## src/rtl/uart_tx_feeder_pkg.sv

```systemverilog
// Shared UART timing defaults, frame-length derivation and feeder FSM state encoding.
// The bit-timing defaults match the transmitter so both sides agree on frame length.
package uart_tx_feeder_pkg;

   localparam int BAUD_END_DEF = 5208;
   localparam int BIT_END_DEF  = 10;
   localparam int GAP_BITS_DEF = 1;

   typedef enum logic [1:0] {
      IDLE = 2'd0,
      LOAD = 2'd1,
      SEND = 2'd2,
      WAIT = 2'd3
   } state_t;

   // Clock cycles from one frame start until the line may carry the next frame.
   function automatic int frame_cycles(input int baud_end, input int bit_end, input int gap_bits);
      return baud_end * (bit_end + gap_bits);
   endfunction

endpackage

```

## src/rtl/uart_tx_feeder_sync_fifo.sv

```systemverilog
// Single-clock FIFO with registered read data (valid the cycle after rd_en).
// Pointers wrap naturally; level carries one extra bit so a full FIFO is representable.
module sync_fifo #(
   parameter int WIDTH = 8,
   parameter int DEPTH = 16
) (
   input  logic                     clk,
   input  logic                     rst,
   input  logic                     wr_en,
   input  logic [WIDTH-1:0]         wr_data,
   input  logic                     rd_en,
   output logic [WIDTH-1:0]         rd_data,
   output logic                     full,
   output logic                     empty,
   output logic [$clog2(DEPTH):0]   level
);

   localparam int AW = $clog2(DEPTH);

   logic [WIDTH-1:0] mem [DEPTH];
   logic [AW-1:0]    wptr;
   logic [AW-1:0]    rptr;
   logic             push;
   logic             pop;

   assign full  = (level == (AW + 1)'(DEPTH));
   assign empty = (level == '0);
   assign push  = wr_en && !full;
   assign pop   = rd_en && !empty;

   // Pointer and occupancy bookkeeping; a simultaneous push and pop leaves level unchanged.
   always_ff @(posedge clk) begin
      if (rst) begin
         wptr  <= '0;
         rptr  <= '0;
         level <= '0;
      end else begin
         if (push) wptr <= wptr + AW'(1);
         if (pop)  rptr <= rptr + AW'(1);
         case ({push, pop})
            2'b10:   level <= level + (AW + 1)'(1);
            2'b01:   level <= level - (AW + 1)'(1);
            default: level <= level;
         endcase
      end
   end

   // Storage array and registered head read; contents need no reset.
   always_ff @(posedge clk) begin
      if (push) mem[wptr] <= wr_data;
      if (pop)  rd_data   <= mem[rptr];
   end

endmodule

```

## src/rtl/uart_tx_feeder.sv

```systemverilog
// Byte buffer and frame pacer in front of a UART transmitter that has no busy output.
// Pops one byte per frame, presents it on tx_data, pulses tx_flag once, then waits
// out a full frame plus idle gap before the next byte may start.
module uart_tx_feeder
   import uart_tx_feeder_pkg::*;
#(
   parameter int DEPTH    = 16,
   parameter int BAUD_END = BAUD_END_DEF,
   parameter int BIT_END  = BIT_END_DEF,
   parameter int GAP_BITS = GAP_BITS_DEF
) (
   input  logic                     sclk,
   input  logic                     s_rst,
   input  logic [7:0]               in_data,
   input  logic                     in_valid,
   output logic                     in_ready,
   output logic                     tx_flag,
   output logic [7:0]               tx_data,
   output logic                     busy,
   output logic [$clog2(DEPTH):0]   fifo_level
);

   localparam int FRAME_CYCLES = frame_cycles(BAUD_END, BIT_END, GAP_BITS);
   localparam int CNT_W        = (FRAME_CYCLES > 1) ? $clog2(FRAME_CYCLES) : 1;
   localparam logic [CNT_W-1:0] CNT_LOAD = CNT_W'(FRAME_CYCLES - 1);

   state_t           state;
   state_t           state_next;
   logic             pop;
   logic [7:0]       head;
   logic             full;
   logic             empty;
   logic [CNT_W-1:0] cnt;

   sync_fifo #(
      .WIDTH (8),
      .DEPTH (DEPTH)
   ) u_fifo (
      .clk     (sclk),
      .rst     (s_rst),
      .wr_en   (in_valid),
      .wr_data (in_data),
      .rd_en   (pop),
      .rd_data (head),
      .full    (full),
      .empty   (empty),
      .level   (fifo_level)
   );

   // Full blocks writes even if a pop lands in the same cycle, so overflow is impossible.
   assign in_ready = !full;
   assign busy     = (state != IDLE);

   // FSM state register.
   always_ff @(posedge sclk) begin
      if (s_rst) state <= IDLE;
      else       state <= state_next;
   end

   // Next-state logic; the head is popped on leaving IDLE so it is readable during LOAD.
   always_comb begin
      state_next = state;
      pop        = 1'b0;
      case (state)
         IDLE: begin
            if (!empty) begin
               pop        = 1'b1;
               state_next = LOAD;
            end
         end
         LOAD:    state_next = SEND;
         SEND:    state_next = WAIT;
         WAIT:    if (cnt == '0) state_next = IDLE;
         default: state_next = IDLE;
      endcase
   end

   // Output byte, start pulse and frame pacing counter.
   always_ff @(posedge sclk) begin
      if (s_rst) begin
         tx_flag <= 1'b0;
         tx_data <= 8'h00;
         cnt     <= '0;
      end else begin
         tx_flag <= (state == SEND);
         if (state == LOAD) tx_data <= head;
         if (state == SEND)
            cnt <= CNT_LOAD;
         else if ((state == WAIT) && (cnt != '0))
            cnt <= cnt - CNT_W'(1);
      end
   end

endmodule

```

## config.mk

```make
export PLATFORM = sky130hd
export DESIGN_NAME = uart_tx_feeder
export DESIGN_NICKNAME = d
export VERILOG_FILES = /design/src/rtl/uart_tx_feeder_pkg.sv /design/src/rtl/uart_tx_feeder_sync_fifo.sv /design/src/rtl/uart_tx_feeder.sv
export SDC_FILE = /design/constraint.sdc
export NUM_CORES = 1
export LEC_CHECK = 0
export ABC_AREA = 1
export BUFFER_PORTS_ARGS = -buffer_cell sky130_fd_sc_hd__buf_2
export CORE_MARGIN = 1.5
export CORE_UTILIZATION = 60
export CTS_CLUSTER_DIAMETER = 200
export CTS_CLUSTER_SIZE = 8
export DETAILED_ROUTE_END_ITERATION = 6
export PLACE_DENSITY = 0.78
export RECOVER_POWER = 25
export SLEW_MARGIN = 20
export SYNTH_ARGS = -nofsm -noshare
export SYNTH_HDL_FRONTEND = slang
export SYNTH_SLANG_ARGS = --single-unit
```

## constraint.sdc

```tcl
create_clock -name sclk -period 2.3 [get_ports sclk]
set_input_delay 0.345 -clock sclk [delete_from_list [all_inputs] [get_ports sclk]]
set_output_delay 0.345 -clock sclk [all_outputs]
set_load 0.02 [all_outputs]
```

==> summary.txt <==
Run status
  • Run status: finished clean

Clock tree
  • Level count of the clock H-tree: 4
  • CTS tree: done
  • Worst skew pair latency: 0.42 ns
  • Cts repair resizes: 0
  • Post-CTS setup repair buffer count: 0
  • Number of buffers added by the clock tree synthesis step: 17
  • CTS Buffer Depth: 2
  • Clk sink count: 176
  • Hold-fix buffer count after cts: 0
  • Clock tree root buffer cell: clkbuf_16
  • Clock-pin slew on the worst setup and hold paths: 0.07 ns

Route
  • Number of nets with antenna violations after detailed routing: 0
  • Via count normalized by instance count: 5.69
  • TritonRoute pass-1 iters: 5
  • Vias: 5506
  • Violation count after the first detailed-route iteration: 721
  • Average routed wire per standard cell: 16.4 um
  • Post-detailed-route DRC marker count: 0
  • Detailed-route wire length: 15.9 mm

STA
  • Total setup violations reported at the end of the flow: 0
  • Actual transition at the worst max-transition pin: 0.749 ns
  • Final Cycle Share: 0.966
  • Final setup margin: 0.0788 ns
  • Worst setup skew after layout: 0.00905 ns
  • Tmin final: 2.22 ns
  • Minimum hold slack: 0.266 ns
  • Slew headroom: 0.500
  • Fmax: 450 MHz
  • Final-report hold violation count: 0
  • Final-report max-slew violation count: 0

Synthesis
  • Post-synthesis cell area: 7620 um2
  • Proportion of synthesized area in mux cells: 0
  • Warnings, synthesis: 0
  • Mapped Nets: 769
  • Fraction of the mapped netlist area in simple logic gates: 0.165
  • Commonest register cell after synthesis: edfxtp_1
  • Proportion of synthesized flip-flops having asynchronous set or reset: 0
  • Sequential fraction of the synthesis area: 0.641
  • Share of the synthesized netlist area taken by xor and xnor gates: 0.0103
  • Area share of fa/ha/maj cells after synthesis: 0.0263
  • Average size of a mapped cell: 10.3 um2
  • Gate Count Post-Synth: 742
  • Number of enable-type register cells in the synthesized netlist: 136
  • Combinational family with the most area after synthesis: simple AND/OR/NAND/NOR gates
  • Synthesis-stage register bit count: 176
  • Netlist cell types: 31
  • Area fraction in compound gates after synthesis: 0.111

Setup path
  • Required time at the endpoint of the critical path: 2.66 ns
  • Worst-path maximum fanout: 4
  • Capturing element type of the critical path: flop
  • Worst EP arrival: 2.58 ns
  • Critical path launch point type: flop
  • Startpoint-to-endpoint class of the critical path: reg -> reg
  • Worst reg-to-reg setup slack: 0.08 ns

Global route
  • Congestion Overflow GR: 0
  • Total GRT Usage: 0.249
  • First-pass GRT wire length: 24.9 mm
  • Largest net degree at the start of global routing: 68
  • Antenna violations before repair: 0
  • Number of global-route vias before repair: 5177

Floorplan
  • Boundary pin count: 27
  • Initial core utilization: 0.624
  • Overall die area: 13400 um2
  • Die Wd: 116 um
  • Number of placement rows: 40
  • Height of the chip: 116 um
  • Core box area: 12200 um2

Place
  • Final RePlAce weighted congestion: 0.920
  • Cell count after placement: 936
  • Quantity of I/O buffers inserted on ports: 26
  • Pre-CTS setup slack: 0.161 ns
  • HPWL after detailed placement: 10.2 mm

Cells and area
  • Register area: 4890 um2
  • Number of diodes: 0
  • Layout overhead on the synthesized area: 13.2%
  • Fin cells: 968
  • Fraction of layout instances using a drive strength above 1: 0.121
  • Number of fill cells in the layout: 874
  • Number of nets in the final layout: 814
  • Area taken by multi-input logic gates: 2410 um2

Power and ir drop
  • IR Drop Worst-Case VDD: 1.10 mV
  • Leakage power figure: 3.28 nW
  • Power density relative to cell area: 1240 nW/um2

Run
  • Number of max-capacitance violations reported: 0

Min path
  • Tightest Hold Check Type: in -> reg
## report_power, final
part / switching [mW] / internal, mW
clock: 1.22 / 1.50
sequential: 0.230 / 3.84
combinational: 2.64 / 1.30
## synth_stat cells (16+ instances only)
cell type / count / share of area
nand2_1: 90 / 0.044
o21ai_1: 18 / 0.012
dfxtp_1: 40 / 0.11
nand3_1: 40 / 0.026
o21ai_0: 77 / 0.051
ha_1: 16 / 0.026
nor2_1: 162 / 0.080
edfxtp_1: 136 / 0.54
a21oi_1: 21 / 0.014
inv_1: 46 / 0.023
o211ai_1: 32 / 0.032
clkbuf_1: 18 / 0.0089
## metal layers
metal  share of wire  track usage  wire length, um
met3           0.070       0.0617             1120
met1            0.42        0.327             6720
met5               0            0                0
met4           0.024        0.100              385
met2            0.48        0.403             7680
## flip-flops by register name, indices dropped and copies added (netlist names)
signal / count
tx_data: 8
tx_flag: 1
state: 2
u_fifo.wptr: 4
cnt: 16
u_fifo.rd_data: 8
u_fifo.level: 5
u_fifo.mem: 128
u_fifo.rptr: 4
## critical path: stages (launching register included)
cell and delay [ns]:
dfxtp_1 0.43, inv_1 0.12, nand3_1 0.09, nor2_1 0.05, inv_1 0.05, nand2_1 0.07
inv_2 0.07, ha_2 0.27, xor2_2 0.18, ha_1 0.17, inv_1 0.04, nand2_1 0.09
nand3_1 0.12, nand2_1 0.12, nand2_1 0.07, nand2_1 0.05, nand2_1 0.04, a21oi_1 0.12
## path summary, 6_finish.rpt
path / from / to / cells after the start
setup / recovery: u_fifo.level[2]$_SDFFE_PP0P_ / u_fifo.level[4]$_SDFFE_PP0P_ / 17
hold / removal: s_rst / u_fifo.level[0]$_SDFFE_PP0P_ / 2
setup reg to reg: u_fifo.level[2]$_SDFFE_PP0P_ / u_fifo.level[4]$_SDFFE_PP0P_ / 17
hold reg to reg: u_fifo.rd_data[3]$_DFFE_PP_ / tx_data[3]$_SDFFE_PP0N_ / 2
## cells in the final DEF, fill, tap and decap left out, types with 2 or more instances in the layout
master and n:
edfxtp_1 136, o21ai_1 18, inv_1 46, clkinv_2 3
buf_2 19, buf_4 31, o211ai_1 32, nand2_4 2
clkbuf_16 17, inv_6 5, clkinv_1 4, nand2_1 90
a21oi_1 21, o21bai_1 2, dfxtp_1 39, o21ai_0 77
nand4_1 4, nand3_1 40, xor2_1 6, clkbuf_1 7
nor2_1 161, ha_1 14, inv_2 3, nor2_2 4
clkinvlp_4 2, xnor2_1 2, nor3_1 2
## stage by stage
step	power, mW	area, um2	TNS, ns	util
global placement	7.81	8050	0	0.659
CTS	10.7	8610	0	0.705
global route	11.4	8630	-0.0581	0.706
finish	10.7	8630	0	0.706
floorplan	6.95	7620	0	-
detailed placement	7.97	8050	0	0.659
## cell type report
cell class,instances,area share
clock buffer,17,0.0493
clock inverter,15,0.0152
inverter,51,0.0222
multi-input combinational,483,0.279
sequential,176,0.566
tap,168,0.0244
timing repair buffer,58,0.0434
## kinds of logic (layout without fill, tap and decap cells)
kind of cell	Yosys count	after routing
AO/OA/AOI/OAI	151	151
XOR/XNOR	9	9
adder cells (fa/ha/maj)	16	16
buffers and inverters	83	141
flip-flops	176	176
AND/OR/NAND/NOR	307	307
No activity file was read; power rests on OpenSTA's default activity.
